File: src/rtl/wb_port_arbiter.sv
// wb_port_arbiter
//   Shares the single register-file write port between the in-order WB stage
//   and an out-of-band multi-cycle unit (MDU). Pipeline writes win the port;
//   MDU results wait in a small FIFO and drain through idle WB slots. If queued
//   results lose arbitration STARVE_LIMIT times in a row, a one-cycle pipeline
//   freeze (pipe_stall) is raised so the FIFO head gets the port.
//
// Ports
//   clk, rst                    clock, synchronous active-high reset
//   wb_reg_write/wb_mem_to_reg  WB-stage write enable and data select
//   wb_write_reg                WB-stage destination register
//   wb_mem_data/wb_alu_result   WB-stage candidate write data
//   mdu_valid/mdu_ready         MDU result handshake (ready = FIFO not full)
//   mdu_reg/mdu_data            MDU destination register and result
//   rf_we/rf_waddr/rf_wdata     register-file write port (combinational)
//   pipe_stall                  registered one-cycle freeze of MEM/WB and earlier
//   busy_mask                   one bit per register targeted by a queued result
module wb_port_arbiter #(
  parameter int DEPTH        = 2,
  parameter int STARVE_LIMIT = 4
) (
  input  logic        clk,
  input  logic        rst,
  input  logic        wb_reg_write,
  input  logic        wb_mem_to_reg,
  input  logic [4:0]  wb_write_reg,
  input  logic [31:0] wb_mem_data,
  input  logic [31:0] wb_alu_result,
  input  logic        mdu_valid,
  output logic        mdu_ready,
  input  logic [4:0]  mdu_reg,
  input  logic [31:0] mdu_data,
  output logic        rf_we,
  output logic [4:0]  rf_waddr,
  output logic [31:0] rf_wdata,
  output logic        pipe_stall,
  output logic [31:0] busy_mask
);

  localparam int PW = $clog2(DEPTH);
  localparam int CW = PW + 1;
  localparam int SW = $clog2(STARVE_LIMIT + 1);

  logic [PW-1:0] r_rd_ptr;
  logic [PW-1:0] r_wr_ptr;
  logic [CW-1:0] r_count;
  logic [SW-1:0] r_starve;
  logic          r_pipe_stall;
  logic [4:0]    r_mem_reg  [DEPTH];
  logic [31:0]   r_mem_data [DEPTH];

  logic          w_empty;
  logic          w_full;
  logic          w_pipe_req;
  logic          w_pop;
  logic          w_push;
  logic [31:0]   w_busy;

  assign w_empty    = (r_count == '0);
  assign w_full     = (r_count == CW'(DEPTH));
  // A held WB instruction is ignored while frozen; it retires the next cycle.
  assign w_pipe_req = wb_reg_write && (wb_write_reg != 5'd0) && !r_pipe_stall;
  assign w_pop      = !w_pipe_req && !w_empty;
  // Results for $0 complete the handshake but are dropped.
  assign w_push     = mdu_valid && !w_full && (mdu_reg != 5'd0);

  assign mdu_ready  = !w_full;
  assign pipe_stall = r_pipe_stall;
  assign busy_mask  = w_busy;

  always_comb begin
    rf_we    = 1'b0;
    rf_waddr = 5'd0;
    rf_wdata = 32'd0;
    if (w_pipe_req) begin
      rf_we    = 1'b1;
      rf_waddr = wb_write_reg;
      rf_wdata = wb_mem_to_reg ? wb_mem_data : wb_alu_result;
    end else if (!w_empty) begin
      rf_we    = 1'b1;
      rf_waddr = r_mem_reg[r_rd_ptr];
      rf_wdata = r_mem_data[r_rd_ptr];
    end
  end

  // Walk entries from the head; only the first r_count slots are live.
  always_comb begin
    w_busy = 32'd0;
    for (int i = 0; i < DEPTH; i++) begin
      if (CW'(i) < r_count) begin
        w_busy[r_mem_reg[r_rd_ptr + PW'(i)]] = 1'b1;
      end
    end
  end

  always_ff @(posedge clk) begin
    if (rst) begin
      r_rd_ptr     <= '0;
      r_wr_ptr     <= '0;
      r_count      <= '0;
      r_starve     <= '0;
      r_pipe_stall <= 1'b0;
    end else begin
      if (w_push) begin
        r_wr_ptr <= r_wr_ptr + 1'b1;
      end
      if (w_pop) begin
        r_rd_ptr <= r_rd_ptr + 1'b1;
      end
      case ({w_push, w_pop})
        2'b10:   r_count <= r_count + 1'b1;
        2'b01:   r_count <= r_count - 1'b1;
        default: r_count <= r_count;
      endcase

      // The stall is raised on the same edge the counter hits the limit, so
      // exactly STARVE_LIMIT losses precede the freeze. It needs a pipeline
      // win to fire, which is impossible while frozen, so it never repeats.
      r_pipe_stall <= 1'b0;
      if (w_pop || w_empty) begin
        r_starve <= '0;
      end else if (w_pipe_req) begin
        if (r_starve == SW'(STARVE_LIMIT - 1)) begin
          r_starve     <= '0;
          r_pipe_stall <= 1'b1;
        end else begin
          r_starve <= r_starve + 1'b1;
        end
      end
    end
  end

  // FIFO storage carries no reset; liveness comes from r_count alone.
  always_ff @(posedge clk) begin
    if (w_push) begin
      r_mem_reg[r_wr_ptr]  <= mdu_reg;
      r_mem_data[r_wr_ptr] <= mdu_data;
    end
  end

endmodule

File: config.mk
export PLATFORM = sky130hd
export DESIGN_NAME = wb_port_arbiter
export DESIGN_NICKNAME = d
export VERILOG_FILES = /design/src/rtl/wb_port_arbiter.sv
export SDC_FILE = /design/constraint.sdc
export NUM_CORES = 1
export LEC_CHECK = 0
export CORE_MARGIN = 1.5
export CORE_UTILIZATION = 40
export DETAILED_ROUTE_END_ITERATION = 7
export PLACE_DENSITY = 0.77
export SYNTH_ARGS = -nofsm -noshare
export SYNTH_HDL_FRONTEND = slang
export SYNTH_SLANG_ARGS = --single-unit
File: constraint.sdc
create_clock -name clk -period 3.1 [get_ports clk]
set_input_delay 0.93 -clock clk [delete_from_list [all_inputs] [get_ports clk]]
set_output_delay 0.93 -clock clk [all_outputs]
set_load 0.1 [all_outputs]
==> results of run 1 <==
-- cell usage in the layout (no fill, tap or decap), types with 2 or more instances in the layout --
cell type	netlist	layout
clkbuf_16	0	9
dfxtp_1	9	7
buf_2	6	2
nand3_1	9	6
nor2b_4	0	2
mux2_4	26	34
o22ai_4	0	2
edfxtp_1	74	74
a21o_2	0	2
or3b_2	2	2
a22o_4	0	2
nand3_2	0	3
mux2_2	48	40
nand3b_1	3	3
buf_6	2	4
o22ai_2	1	29
nor2b_1	5	3
and3b_1	3	3
or3_1	5	4
buf_12	2	76
o21ai_1	0	2
o31ai_4	0	2
mux2i_1	40	39
clkinv_2	0	3
xor2_1	2	2
nor3b_1	4	4
nor3_1	2	2
and3_1	3	3
nor2_1	40	39
o22ai_1	32	2
o21ai_0	8	6
buf_4	0	32
inv_1	5	5
dlymetal6s2s_1	0	2
ha_1	5	4
or3_4	1	2
clkdlybuf4s50_1	0	103
buf_16	0	4
-- per-stage QoR --
stage / cell area, sq um / setup TNS, ps / worst slack, ps / instances
floorplan: 4970 / -9490 / -621 / 365
global placement: 7790 / -21380 / -600 / 697
detailed placement: 7790 / -22070 / -622 / 697
CTS: 8320 / -13470 / -391 / 725
global route: 8420 / -12640 / -362 / 727
finish: 8420 / -12030 / -346 / 727
-- metal layers --
| layer | global-route usage (%) | share of wire, % | wire length [um] |
|---|---|---|---|
| met4 | 7.59 | 1.2 | 165 |
| met2 | 38.7 | 55 | 7360 |
| met5 | 0 | 0 | 0 |
| met3 | 3.21 | 4.4 | 587 |
| met1 | 23.8 | 39 | 5180 |
-- where the power goes --
group | switching, W | internal, W
sequential | 0.000104 | 0.00142
clock | 0.000387 | 0.000612
combinational | 0.00228 | 0.00148
-- kinds of logic (layout without fill, tap and decap cells) --
| family | count (synthesis) | in the layout |
|---|---|---|
| AOI/OAI and AO/OA | 53 | 53 |
| and+or+nand+nor | 83 | 83 |
| muxes | 114 | 114 |
| buffers and inverters | 25 | 244 |
| adders and majority gates | 5 | 5 |
| xor gates and xnor gates | 2 | 2 |
| DFF | 83 | 83 |
-- layout make-up --
| class | count | area share (%) |
|---|---|---|
| clock buffers | 9 | 2.67 |
| repair buffers | 224 | 35.5 |
| multi-input cells | 257 | 30.2 |
| well taps | 143 | 2.12 |
| inverters | 5 | 0.223 |
| clock inverters | 6 | 0.683 |
| flip-flops and latches | 83 | 28.6 |
-- what timing repair did --
item | CTS | global route
pin swaps | 6 | 5
gates resized for setup | 31 | 18
hold buffers | 0 | 0
buffers inserted | 10 | 2
gates cloned | 4 | 0
endpoints found under the setup margin | 70 | 69
-- how the worst max path moves through the flow --
stage | endpoint
after floorplan | busy_mask[20]
after global placement | rf_wdata[5]
after detailed placement | rf_wdata[14]
after CTS | rf_wdata[16]
after global routing | rf_wdata[19]
final | rf_wdata[16]
-- worst register-to-register path: stages (launching register included) --
cell     delay, ps
dfxtp_1        370
inv_1          100
ha_2           280
or3_4          440
o22ai_4        190
buf_4          140
buf_4           90
buf_4          120
ha_1           270
xor2_1         210
nor2_1          80
==> results_dict.tcl, run 1 <==
set metrics [dict create \
    status "finished with violations" \
    violations "setup timing" \
    synth_compound_area_share_pct 7.26 \
    end_kind "primary output" \
    synth_fa_ha_area_share_pct 1.32 \
    setup_ws_ps -346 \
    crit_path_cell_trace "buf_6 > or3_4 > o31a_4 > buf_12 > buf_12 > mux2_4 > buf_12" \
    syn_inst 365 \
    async_reset_ff_share_pct 0 \
    cts_made_buffers 9 \
    die_area_sq_mm 0.0125 \
    place.gp.congestion 0.845 \
    syn_area_sq_mm 0.00474 \
    grt_pass1_vias 4020 \
    synth_edf_count 74 \
    synthFlopType "edfxtp_1" \
    initial_core_util_pct 41.3 \
    vias 3906 \
    seq_area_sq_mm 0.00241 \
    drv_slew 0 \
    synth_fp_nets 481 \
    yosys.area.top_type_share_pct 46.9 \
    power.density_mw_per_mm2 746 \
    grt_first_pass_wirelength_um 20500 \
    drt_iter0_drc 145 \
    antenna_found_initial 0 \
    synth-seq-cells 83 \
    worst-path-buf-inv 4 \
    std_cell_rows 39 \
    final_util_pct 73.5 \
    dp_hpwl_um 9750 \
    r2r_start "r_count[0]" \
    grt_max_degree 22 \
    grt.overflow.total 0 \
    crit_path_max_incr_delay_ps 390 \
    yosys_warnings 0 \
    finalClockSkew_ps 4.02 \
    synth_xor_area_share_pct 0.370 \
    slew_headroom_pct 49.2 \
    crit_top_cell "buf_12" \
    core_area_sq_mm 0.0115 \
    drt_pre_antenna_iters 6 \
    worstPathArrival_ps 2520 \
    hold_ws_ps 468 \
    cpLargestDelayFamily "buffers and inverters" \
    yosys-mux-area-fraction_pct 28.1 \
    io_pins 183 \
    cts.sinks 83 \
    cts_root_buf "clkbuf_16" \
    slowest_stage "or3_4" \
    cap_violations 0 \
    hold_path_startpoint "r_starve[2]" \
    largest_reg_flops 64 \
    synth_top_family_by_area "multiplexers" \
    multiInputGateArea_sq_mm 0.00254 \
    port_buffers 182 \
    synth_cell_types 40 \
    rrSetupSlack_ps 700 \
    synth_most_common_cell "edfxtp_1" \
    syn_avg_cell_area_sq_um 13.0 \
    synth_simple_gate_area_share_pct 9.13 \
    n_fill_cell 724 \
    irDropWorstVdd_mv 0.472 \
    hold_path_depth 2 \
    wl_per_cell_um 18.3 \
    grt_usage_pct 20.7 \
    final_net_count 696 \
    hold_viol 0 \
    wirelength_um 13300 \
    reg2regPathDepth 10 \
    num_antenna_cells 0 \
    criticalPathCategory "input port to primary output" \
    worst_pin_slew_ps 754 \
    clockBufferDepth 2 \
    die-height_um 112 \
    die_x_um 112 \
    synth_top_area_cell "edfxtp_1" \
    hold_class "flip-flop to flip-flop" \
    setup_violations 38 \
    clk-insertion-delay-late_ps 330 \
    start_kind "input port" \
    worstPathMaxFanout 5 \
    finalPower_w 0.00628 \
    r2r_end "r_count[0]" \
    finalCriticalPeriod_ps 3450 \
    crit_cells 7 \
    yosysSeqAreaShare_pct 50.7 \
    synth_commonest_cells "edfxtp_1, mux2_2, mux2i_1, nor2_1, o22ai_1" \
    leakagePower_nw 3.14 \
    critPathRequiredTime_ps 2170 \
    ant_nets 0 \
    cts_tree "done" \
    rsz0062_at_grt "true" \
    clk_pin_slew_ps 60 \
    syn2layout_area_growth_pct 77.7 \
    netlist_top_cells_area "edfxtp_1, mux2_2, mux2i_1" \
    vias_per_cell 5.37 \
    holdPathEnd "r_starve[2]" \
    crit_path_start "wb_write_reg[2]" \
    max_freq_mhz 290 \
    htreeDepth 3 \
    period_share_pct 111 \
    final_layout_size_suffix_gt1_share_pct 44.5 \
    drcViolationCount 0 \
]
Note: power is estimated with default switching activity, not from simulation.
==> run 2, diff against run 1 <==
CTS_CLUSTER_SIZE = 12   (was unset)
PLACE_DENSITY = unset   (was 0.77)
PLACE_DENSITY_LB_ADDON = 0.05   (was unset)
==> results_dict.tcl, run 2 (synthesis gave the netlist of run 1 again) <==
set metrics [dict create \
    status "finished with violations" \
    violations "setup timing" \
    n_fill_cell 787 \
    finalCriticalPeriod_ps 3370 \
    drv_slew 0 \
    crit_path_max_incr_delay_ps 380 \
    clk-insertion-delay-late_ps 330 \
    syn2layout_area_growth_pct 76.6 \
    instances_no_fill 728 \
    cpLargestDelayFamily "buffers and inverters" \
    drt_iter0_drc 123 \
    post-place-cells 693 \
    std_cell_rows 39 \
    worst-path-buf-inv 4 \
    hold_viol 0 \
    power.density_mw_per_mm2 751 \
    rrSetupSlack_ps 660 \
    grt_first_pass_wirelength_um 20400 \
    num_antenna_cells 0 \
    dp_hpwl_um 9340 \
    critPathRequiredTime_ps 2170 \
    die_x_um 112 \
    clk_pin_slew_ps 60 \
    max_freq_mhz 297 \
    place.gp.congestion 0.844 \
    grt_max_degree 33 \
    worstPathMaxFanout 3 \
    p_sw_share_pct 44.2 \
    slowest_stage "or3_4" \
    cts.sinks 83 \
    final_cell_mix "clkdlybuf4s50_1, edfxtp_1, buf_12" \
    largest_reg_flops 64 \
    r2r_end "r_count[1]" \
    dp_slack_ps -615 \
    p_switching_w 0.00278 \
    ant_nets 0 \
    seq_area_sq_mm 0.00241 \
    grt_pass1_vias 4141 \
    criticalPathCategory "input port to primary output" \
    hold_class "flip-flop to flip-flop" \
    worst_pin_slew_ps 691 \
    crit_top_cell "buf_6" \
    grt.overflow.total 0 \
    vias_per_cell 5.30 \
    finalClockSkew_ps 6.88 \
    irDropWorstVdd_mv 0.521 \
    worstPathArrival_ps 2440 \
    start_kind "input port" \
    power.share.clock_pct 16.3 \
    slew_headroom_pct 53.4 \
    final_net_count 696 \
    drt_pre_antenna_iters 4 \
    wirelength_um 13100 \
    wl_per_cell_um 17.9 \
    setup_violations 38 \
    r2r_start "r_count[0]" \
    grt_usage_pct 20.7 \
    final_common_cell "clkdlybuf4s50_1" \
    initial_core_util_pct 41.3 \
    cap_violations 0 \
    die_area_sq_mm 0.0125 \
    combPwrFrac_pct 59.6 \
    p_int_w 0.00351 \
    vias 3861 \
    crit_path_cell_trace "buf_6 > or3_4 > buf_4 > buf_6 > o31ai_4 > mux2_4 > buf_12" \
    clockBufferDepth 2 \
    end_kind "primary output" \
    cts_made_buffers 9 \
    finalPower_w 0.00629 \
    htreeDepth 3 \
    port_buffers 182 \
    seq_power_share_pct 24.1 \
    leakagePower_nw 3.10 \
    antenna_found_initial 0 \
    cts_tree "done" \
    cts_root_buf "clkbuf_16" \
    io_pins 183 \
    final_layout_size_suffix_gt1_share_pct 45.1 \
    drcViolationCount 0 \
    holdPathEnd "r_starve[2]" \
    reg2regPathDepth 13 \
    fin_tns_setup_ps -9360 \
    multiInputGateArea_sq_mm 0.00256 \
    hold_path_depth 2 \
    period_share_pct 109 \
    setup_ws_ps -271 \
    die-height_um 112 \
    rsz0062_at_grt "true" \
    hold_path_startpoint "r_starve[2]" \
    core_area_sq_mm 0.0115 \
]
[run 2: changes by cell type in the layout (fill, tap and decap cells not counted), moves of 2 or more]
cell	before	now
clkinv_2	3	1
buf_16	4	0
buf_12	76	72
o21ai_0	6	4
buf_6	4	12
o21ai_1	2	4
[run 2: repair_timing]
| item | CTS | global route |
|---|---|---|
| buffers inserted | 14 | 6 |
| gates resized for setup | 53 | 14 |
| hold buffers | 0 | 0 |
| pin swaps | 6 | 2 |
| cloned | 3 | 1 |
| setup endpoints to repair | 67 | 61 |
[run 2: power groups by stage]
stage          combinational [W]  clock (W)  sequential [W]
2_1_floorplan            0.00243          0         0.00149
3_3_place_gp             0.00358          0         0.00153
3_5_place_dp             0.00362          0         0.00154
4_1_cts                  0.00373    0.00104         0.00153
5_1_grt                  0.00390    0.00108         0.00154
6_report                 0.00375    0.00102         0.00152
[run 2: per-layer routing]
layer  routed length, um  GRT usage (%)  part of all wire [%]  up-vias
li1                    -              -                     -     1844
met1                5110           22.9                    39     1846
met2                6840           38.6                    52      151
met3                 909           5.44                   7.0       20
met4                 198           6.58                   1.5        0
met5                   0              0                     0        -
[run 2: how the worst max path moves through the flow]
stage,endpoint,depth (start not counted),slack (ps),from
6_report,rf_waddr[0],7,-270,wb_write_reg[1]
5_1_grt,rf_wdata[4],6,-300,wb_write_reg[1]
4_1_cts,rf_wdata[2],7,-400,wb_write_reg[2]
3_5_place_dp,rf_wdata[13],6,-610,wb_write_reg[0]
3_3_place_gp,rf_wdata[22],6,-600,wb_write_reg[0]
2_1_floorplan,busy_mask[20],4,-620,flip-flop
[run 2: area by class of cell]
class	count	area share (%)
clock buffer	9	2.69
sequential	83	28.8
tap	143	2.14
inverter	5	0.224
multi-input combinational	257	30.6
timing repair buffer	224	34.8
clock inverter	7	0.807
[run 2: per-stage QoR]
step / instance area [sq um] / util, % / hold WS (ps)
CTS: 8380 / 73.1 / 471
global placement: 7740 / 67.5 / 444
global route: 8370 / 73.0 / 523
finish: 8370 / 73.0 / 471
floorplan: 4970 / - / 437
detailed placement: 7740 / 67.5 / 462
[run 2: tightest hold or removal path, cell delays in order, from the launching register on]
cell,delay [ps]
dfxtp_1,290
inv_1,80
nor4b_1,60
==> run 3, diff against run 2 <==
ABC_AREA = 1   (was unset)
==> results_dict.tcl, run 3 <==
set metrics [dict create \
    status "finished clean" \
    clk-insertion-delay-late_ps 340 \
    yosys_warnings 0 \
    yosys-mux-area-fraction_pct 14.6 \
    seq_area_sq_mm 0.00241 \
    async_reset_ff_share_pct 0 \
    grt_max_degree 33 \
    htreeDepth 3 \
    synth_compound_area_share_pct 8.50 \
    largest_reg_flops 64 \
    wl_per_cell_um 16.8 \
    netlist_top_cells_area "edfxtp_1, nand2_1, mux2_2" \
    synth_fa_ha_area_share_pct 1.34 \
    final_net_count 791 \
    clk_pin_slew_ps 60 \
    dpl_cell_area_sq_mm 0.00790 \
    cts.sinks 83 \
    slew_headroom_pct 70.3 \
    synth_fp_nets 585 \
    end_kind "primary output" \
    grt_first_pass_wirelength_um 22100 \
    final_cell_mix "clkdlybuf4s50_1, nand2_1, buf_12" \
    r2r_start "r_count[1]" \
    reg2regPathDepth 10 \
    initial_core_util_pct 40.9 \
    port_buffers 182 \
    wirelength_um 13800 \
    ant_nets 0 \
    synth_xor_area_share_pct 0.188 \
    final_common_cell "clkdlybuf4s50_1" \
    critPathRequiredTime_ps 2170 \
    clockBufferDepth 2 \
    synth_most_common_cell "nand2_1" \
    start_kind "input port" \
    yosysSeqAreaShare_pct 51.5 \
    place.gp.congestion 0.851 \
    worstPathMaxFanout 3 \
    worstPathArrival_ps 2140 \
    synth_top_area_cell "edfxtp_1" \
    drcViolationCount 0 \
    max_freq_mhz 326 \
    n_fill_cell 769 \
    design_area_sq_mm 0.00854 \
    synth_commonest_cells "nand2_1, edfxtp_1, o21ai_0" \
    grt_pass1_vias 4316 \
    finalCriticalPeriod_ps 3070 \
    vias_per_cell 5.11 \
    drt_pre_antenna_iters 5 \
    io_pins 183 \
    num_antenna_cells 0 \
    antenna_found_initial 0 \
    holdPathEnd "pipe_stall" \
    syn_avg_cell_area_sq_um 9.95 \
    drt_iter0_drc 147 \
    leakagePower_nw 3.26 \
    drv_slew 0 \
    fin_tns_setup_ps 0 \
    post-place-cells 796 \
    setup_violations 0 \
    syn2layout_area_growth_pct 83.0 \
    finalPower_w 0.00640 \
    core_area_sq_mm 0.0114 \
    finalClockSkew_ps 4.77 \
    criticalPathCategory "input port to primary output" \
    dp_hpwl_um 9940 \
    grt.overflow.total 0 \
    cap_violations 0 \
    vias 4207 \
    rrSetupSlack_ps 1180 \
    synth_cell_types 29 \
    synthFlopType "edfxtp_1" \
    worst_pin_slew_ps 446 \
    synth-seq-cells 83 \
    die_x_um 111 \
    irDropWorstVdd_mv 0.610 \
    cts_tree "done" \
    hold_class "flip-flop to flip-flop" \
    final_layout_size_suffix_gt1_share_pct 39.9 \
    syn_inst 469 \
    synth_edf_count 74 \
    cts_root_buf "clkbuf_16" \
    die-height_um 111 \
    die_area_sq_mm 0.0123 \
    hold_viol 0 \
    multiInputGateArea_sq_mm 0.00257 \
    synth_simple_gate_area_share_pct 18.3 \
    power.density_mw_per_mm2 749 \
    grt_usage_pct 22.8 \
    r2r_end "r_count[1]" \
    hold_path_depth 3 \
    syn_area_sq_mm 0.00467 \
    instances_no_fill 823 \
    std_cell_rows 39 \
    hold_buffers 0 \
    yosys.area.top_type_share_pct 47.6 \
    synth_top_family_by_area "simple AND/OR/NAND/NOR gates" \
    cts_made_buffers 9 \
    hold_path_startpoint "r_starve[2]" \
    period_share_pct 99.0 \
    rsz0062_at_grt "true" \
]
run 3: cell count changes in the layout (fill, tap and decap cells not counted), moves of 9 or more:
| cell | change |
|---|---|
| o21ai_4 | +36 |
| buf_4 | -13 |
| nand2_1 | +97 |
| o21ai_1 | +9 |
| nand2_2 | +26 |
| mux2_4 | -34 |
| o22ai_2 | -30 |
| nor2_1 | -21 |
| nand3_1 | +19 |
| o21ai_2 | +12 |
| inv_1 | +17 |
| nor2_2 | +14 |
run 3: final cells by class:
| type | count | share of cell area (%) |
|---|---|---|
| Inverter | 29 | 1.42 |
| Multi-Input combinational cell | 337 | 30.1 |
| Clock buffer | 9 | 2.64 |
| Clock inverter | 7 | 1.16 |
| Timing Repair Buffer | 215 | 34.4 |
| Tap cell | 143 | 2.09 |
| Sequential cell | 83 | 28.2 |
run 3: worst max-delay path, cell delays in order:
cell and delay [ps]:
dlygate4sd2_1 210, inv_2 50, nand3_4 80, nand2_8 90
buf_6 130, buf_4 130, buf_4 140, o22ai_4 180
buf_12 190
run 3: worst max-delay path by stage:
stage                          startpoint             to  slack (ps)  depth (start not counted)
after floorplan                  r_rd_ptr  busy_mask[26]        -170                          7
after global placement       wb_reg_write   rf_wdata[31]        -220                          9
after detailed placement     wb_reg_write    rf_wdata[5]        -280                          9
after CTS                 wb_write_reg[3]   rf_wdata[28]          10                          8
after global routing             r_rd_ptr  busy_mask[29]         -10                          8
final                     wb_write_reg[4]    rf_waddr[4]          30                          9
run 3: per-stage QoR:
step | worst slack [ps] | utilization, % | hold slack [ps]
final | 30.2 | 74.8 | 503
after global placement | -223 | 69.2 | 470
after CTS | 9.85 | 74.2 | 506
after floorplan | -172 | - | 449
after global routing | -13.2 | 74.8 | 522
after detailed placement | -285 | 69.2 | 482
run 3: repair_timing:
item,in CTS,in global routing
gates cloned,5,0
resized for setup,41,34
endpoints found under the hold margin,0,0
setup buffers,5,3
endpoints found under the setup margin,37,67
pin swaps,10,12
run 3: kinds of logic (layout without fill, tap and decap cells):
family          after synthesis  in the layout
compound gates               71             71
xor+xnor                      1              1
fa+ha+maj                     5              5
buf+inv                      49            260
flops                        83             83
mux                          64             64
simple gates                196            196
run 3: per-layer routing:
layer,part of all wire (%),track usage (%)
met1,39,26.2
met2,53,41.4
met3,6.7,5.47
met4,1.7,7.85
met5,0,0
run 3: report_power, final:
part           internal, W  total, W  switching, W
Sequential         0.00140   0.00147     0.0000735
Combinational      0.00135   0.00379       0.00243
Clock             0.000710   0.00114      0.000431
Total              0.00346   0.00640       0.00294
